File: src/rtl/sram_ctrl_pkg.sv
// Shared types and constants for the external 16-bit asynchronous SRAM controller.
package sram_ctrl_pkg;

   typedef enum logic [1:0] {
      IDLE = 2'd0,
      LO   = 2'd1,
      HI   = 2'd2,
      DONE = 2'd3
   } state_t;

   localparam logic [31:0] BASE_ADDR_DEF = 32'd1024;
   localparam logic        HALF_LO       = 1'b0;
   localparam logic        HALF_HI       = 1'b1;
   localparam int unsigned CNT_W         = 4;

   // Request captured in IDLE and held for the whole access.
   typedef struct packed {
      logic        wr;
      logic [31:0] data;
   } req_t;

endpackage

File: src/rtl/sram_ctrl.sv
// Multi-cycle data-memory controller: splits each 32-bit load/store into two
// halfword phases on an asynchronous SRAM and freezes the pipeline meanwhile.
module sram_ctrl
   import sram_ctrl_pkg::*;
#(
   parameter logic [31:0] BASE_ADDR     = BASE_ADDR_DEF,
   parameter int unsigned SRAM_AW       = 18,
   parameter int unsigned ACCESS_CYCLES = 3
) (
   input  logic               clk,
   input  logic               rst,
   input  logic               rd_en,
   input  logic               wr_en,
   input  logic [31:0]        address,
   input  logic [31:0]        write_data,
   output logic [31:0]        read_data,
   output logic               ready,
   output logic [SRAM_AW-1:0] sram_addr,
   output logic [15:0]        sram_dq_out,
   input  logic [15:0]        sram_dq_in,
   output logic               sram_dq_oe,
   output logic               sram_we_n
);

   localparam int unsigned      WORD_W = SRAM_AW - 1;
   localparam logic [CNT_W-1:0] LAST   = CNT_W'(ACCESS_CYCLES - 1);

   generate
      if (ACCESS_CYCLES < 2 || ACCESS_CYCLES > 15) begin : g_bad_cycles
         $error("sram_ctrl: ACCESS_CYCLES must lie in 2..15");
      end
   endgenerate

   state_t              state, state_nx;
   logic [CNT_W-1:0]    cnt, cnt_nx;
   req_t                req, req_nx;
   logic [WORD_W-1:0]   word, word_nx, word_in;
   logic [15:0]         rbuf, rbuf_nx;
   logic [31:0]         read_data_nx;
   logic [SRAM_AW-1:0]  sram_addr_nx;
   logic [15:0]         dq_out_nx;
   logic                oe_nx, we_n_nx, half, last;

   // Out-of-range addresses simply alias: only off[SRAM_AW:2] survives.
   assign word_in = WORD_W'((address - BASE_ADDR) >> 2);
   assign last    = (cnt == LAST);

   always_comb begin
      state_nx     = state;
      cnt_nx       = cnt;
      req_nx       = req;
      word_nx      = word;
      rbuf_nx      = rbuf;
      read_data_nx = read_data;
      ready        = 1'b0;
      sram_addr_nx = sram_addr;
      dq_out_nx    = sram_dq_out;
      oe_nx        = 1'b0;
      we_n_nx      = 1'b1;
      half         = HALF_LO;

      case (state)
         IDLE: begin
            ready = ~(rd_en | wr_en);
            if (rd_en | wr_en) begin
               state_nx    = LO;
               cnt_nx      = '0;
               req_nx.wr   = wr_en;
               req_nx.data = write_data;
               word_nx     = word_in;
            end
         end
         LO: begin
            if (last) begin
               state_nx = HI;
               cnt_nx   = '0;
               if (!req.wr) rbuf_nx = sram_dq_in;
            end else begin
               cnt_nx = cnt + CNT_W'(1);
            end
         end
         HI: begin
            if (last) begin
               state_nx = DONE;
               cnt_nx   = '0;
               if (!req.wr) read_data_nx = {sram_dq_in, rbuf};
            end else begin
               cnt_nx = cnt + CNT_W'(1);
            end
         end
         DONE: begin
            ready    = 1'b1;
            state_nx = IDLE;
         end
         default: state_nx = IDLE;
      endcase

      // Pad outputs are registered, so derive them from the upcoming phase.
      if (state_nx == LO || state_nx == HI) begin
         half         = (state_nx == HI) ? HALF_HI : HALF_LO;
         sram_addr_nx = {word_nx, half};
         if (req_nx.wr) begin
            oe_nx     = 1'b1;
            dq_out_nx = (half == HALF_HI) ? req_nx.data[31:16] : req_nx.data[15:0];
            we_n_nx   = (cnt_nx == LAST);
         end
      end
   end

   always_ff @(posedge clk or negedge rst) begin
      if (!rst) begin
         state       <= IDLE;
         cnt         <= '0;
         req         <= '0;
         word        <= '0;
         rbuf        <= '0;
         read_data   <= '0;
         sram_addr   <= '0;
         sram_dq_out <= '0;
         sram_dq_oe  <= 1'b0;
         sram_we_n   <= 1'b1;
      end else begin
         state       <= state_nx;
         cnt         <= cnt_nx;
         req         <= req_nx;
         word        <= word_nx;
         rbuf        <= rbuf_nx;
         read_data   <= read_data_nx;
         sram_addr   <= sram_addr_nx;
         sram_dq_out <= dq_out_nx;
         sram_dq_oe  <= oe_nx;
         sram_we_n   <= we_n_nx;
      end
   end

endmodule

File: config.mk
export PLATFORM = sky130hd
export DESIGN_NAME = sram_ctrl
export DESIGN_NICKNAME = d
export VERILOG_FILES = /design/src/rtl/sram_ctrl_pkg.sv /design/src/rtl/sram_ctrl.sv
export SDC_FILE = /design/constraint.sdc
export NUM_CORES = 1
export LEC_CHECK = 0
export CORE_ASPECT_RATIO = 0.9
export CORE_UTILIZATION = 30
export DETAILED_ROUTE_END_ITERATION = 6
export PLACE_DENSITY = 0.63
export SLEW_MARGIN = 5
export SYNTH_ARGS = -nofsm -noshare
export SYNTH_HDL_FRONTEND = slang
export SYNTH_SLANG_ARGS = --single-unit
File: constraint.sdc
create_clock -name clk -period 4 [get_ports clk]
set_clock_uncertainty 0.1 [all_clocks]
set_input_delay 0.8 -clock clk [delete_from_list [all_inputs] [get_ports clk]]
set_output_delay 0.8 -clock clk [all_outputs]
set_load 0.005 [all_outputs]
==> results.cfg <==
[timing]
timing_worst_slew_pin_value_ns = 0.9189
grt_setup_unrepaired = no
max_clock_freq_mhz = 301.2
fin_hold_viols = 0
finalCriticalPeriod_ns = 3.320
maxSlewViolCount = 0
fin_setup_tns_ns = 0
maxSlewHeadroom_pct = 38.74
setup-violations-final = 0
final_critical_path_share_of_the_clock_period_pct = 83.00

[critical_path]
worstSetupEndpointType = register
worst-endpoint-required_ns = 4.18
crit_type = reg2reg
worst_setup_path_start_kind = register
critical_path_arrival_ns = 3.50
critical_path.max_fanout = 17

[power]
cellPowerDensity_mw_per_mm2 = 838.7
p_leak_nw = 3.610
net-switching-power_mw = 2.164
seq_power_share_pct = 35.2
internal-power_mw = 4.640
max-vdd-ir-drop_uv = 633.5
comb_power_share_pct = 42.1
switching_share_pct = 31.80
power_frac_clock_pct = 22.7

[logic_synthesis]
ys_warn_count = 0
syn-num-nets = 542
sequential_fraction_of_the_synthesis_area_pct = 59.09
ys_seq_elements = 140
number_of_synthesized_flops_with_an_enable_pin = 0
mean_post_synth_cell_area_sq_um = 13.18
async_reset_ff_share_pct = 100.0
synthCells = 450
most_instantiated_flip_flop_cell_in_the_synthesis_netlist = dfrtp_1
synth.distinct_cells = 38
post_synth_instance_area_sq_mm = 0.005931

[drt]
final_antenna_net_count = 0
num_vias = 3975
vias_per_cell = 4.676
drt_pre_antenna_iters = 4
drtIter0Drc = 134
route.detailed.drc = 0
post_drt_wl_per_cell_microns = 16.06
totalWireLength_mm = 13.66

[placement]
placed_cells_incl_taps = 818
dp.final_hpwl_mm = 9.149
port-buffer-count = 137
last_weighted_congestion_value_of_the_routability_driven_placer = 0.7686

[clock_network]
clk_pin_slew_worst_paths_ns = 0.06
cts_tree = yes
cts.repair.resized = 0
numCtsBuffers = 17
clock_sink_count = 140
clock-root-buffer = clkbuf_16
worstSkewPairLatency_ns = 0.41
post_cts.repair.setup_buffers = 0
htree_num_levels = 4
cts-root-to-sink-buffers = 2
ctsHoldBuffers = 0

[global_route]
antenna_found_initial = 0
total_routing_usage_reported_by_global_routing_pct = 14.07
global_route.overflow_total = 0
pin_count_of_the_biggest_net_entering_global_routing = 98
via_count_of_the_first_global_routing_pass = 4167
grt_pass1_wl_mm = 21.75

[cells_and_area]
final_nets = 679
final_common_cell = dfrtp_1
area_delta_synth_final_pct = 36.77
final_cell_count_no_fill = 850
post_route_cells_drive_above_1_share_pct = 21.50
diodes_inserted = 0
filler_cell_count = 1793
layout_common_cells = dfrtp_1 (139), clkdlybuf4s50_1 (136), mux2_2 (51)

[floorplan]
coreArea_sq_mm = 0.01928
initial_core_util_pct = 30.76
fp.dieW_microns = 150.2
floorplan.rows = 48
floorplan.die_area_sq_mm = 0.02034
chipHeight_microns = 135.4
design.portCount = 153

[min_path]
min_path_type = in2async

[run_status]
status = completed

[flow_run]
max_cap_violations = 0
-- Yosys cell counts (all sizes together), types with 2 or more instances --
cell type	count	area share (%)
nor2	49	3.4
a21oi	8	0.68
inv	7	0.44
xnor2	3	0.44
nand2	38	2.7
a21boi	2	0.25
a31oi	2	0.21
o21ai	24	2.0
ha	8	1.7
buf	11	1.6
xor2	2	0.30
o31ai	4	0.51
nor3	4	0.34
a21o	2	0.25
nand2b	2	0.21
nand3	4	0.34
nor2b	2	0.21
o41ai	17	2.5
mux2	93	20
clkbuf	14	0.89
nor3b	5	0.63
dfrtp	139	59
-- logic make-up after synthesis --
| family | Yosys count | share of synthesized area [%] |
|---|---|---|
| adder cells (fa/ha/maj) | 8 | 1.688 |
| XOR/XNOR | 5 | 0.7385 |
| buffers and inverters | 33 | 3.017 |
| AND/OR/NAND/NOR | 108 | 8.291 |
| flip-flops | 140 | 59.09 |
| multiplexers | 93 | 20.19 |
| AO/OA/AOI/OAI | 63 | 6.983 |
-- cell type report --
cell class              count  area, sq um  area share, %
clock inverters             2        60.06         0.7404
flip-flops and latches    140         3505          43.21
clock buffers              30        514.2          6.340
inverters                   8        30.03         0.3702
repair buffers            143         1430          17.63
well taps                 250        312.8          3.856
multi-input cells         277         2260          27.86
-- through the flow --
| stage | worst slack [ns] | power (mW) | area, sq um | hold WS, ns | util (%) |
|---|---|---|---|---|---|
| 2_1_floorplan | 1.113 | 4.119 | 5931 | 0.3372 | - |
| 3_3_place_gp | 0.5204 | 5.161 | 7537 | 0.3507 | 39.10 |
| 3_5_place_dp | 0.4320 | 5.305 | 7537 | 0.3551 | 39.10 |
| 4_1_cts | 0.6464 | 6.899 | 8112 | 0.3712 | 42.08 |
| 5_1_grt | 0.4107 | 7.283 | 8112 | 0.3884 | 42.08 |
| 6_report | 0.6800 | 6.803 | 8112 | 0.3511 | 42.08 |
-- state kept, by name, summed over array words and instances, names as in the netlist --
name / count
state: 2
cnt: 4
sram_dq_out: 16
sram_addr: 18
sram_dq_oe: 1
sram_we_n: 1
req: 33
rbuf: 16
word: 17
read_data: 32
-- layer usage --
layer	GRT usage [%]	vias to the layer above	wire (microns)
li1	-	1842	-
met2	21.81	146	6217
met5	0	-	0
met1	17.09	1970	6009
met4	4.938	0	168
met3	6.566	17	1260
-- final timing paths --
kind / startpoint / end / depth (start not counted) / slack, ns
worst max-delay path: cnt[0] / sram_dq_out[3] / 10 / 0.68
worst min-delay path: rst / rbuf[10] / 1 / 0.35
worst max register to register: cnt[0] / sram_dq_out[3] / 10 / 0.68
worst min register to register: word[1] / word[1] / 2 / 0.37
max in group asynchronous: rst / word[0] / 2 / 2.58
min in group clk: word[1] / word[1] / 2 / 0.37
-- worst max-delay path, cell delays in order, from the launching register on --
cell	delay [ns]
dfrtp_1	0.41
inv_1	0.10
ha_1	0.17
or3b_1	0.52
a21oi_1	0.22
nor2_1	0.06
a21oi_1	0.20
ha_2	0.46
clkinv_1	0.57
nor2_1	0.28
o41ai_1	0.11
-- power by group through the flow --
stage / logic [mW] / registers, mW / clock network, mW
after floorplan: 1.75 / 2.37 / 0
after global routing: 3.17 / 2.47 / 1.65
after CTS: 2.90 / 2.40 / 1.59
after detailed placement: 2.89 / 2.42 / 0
final: 2.86 / 2.40 / 1.54
after global placement: 2.78 / 2.38 / 0
Power figures use the tool's default switching activity.
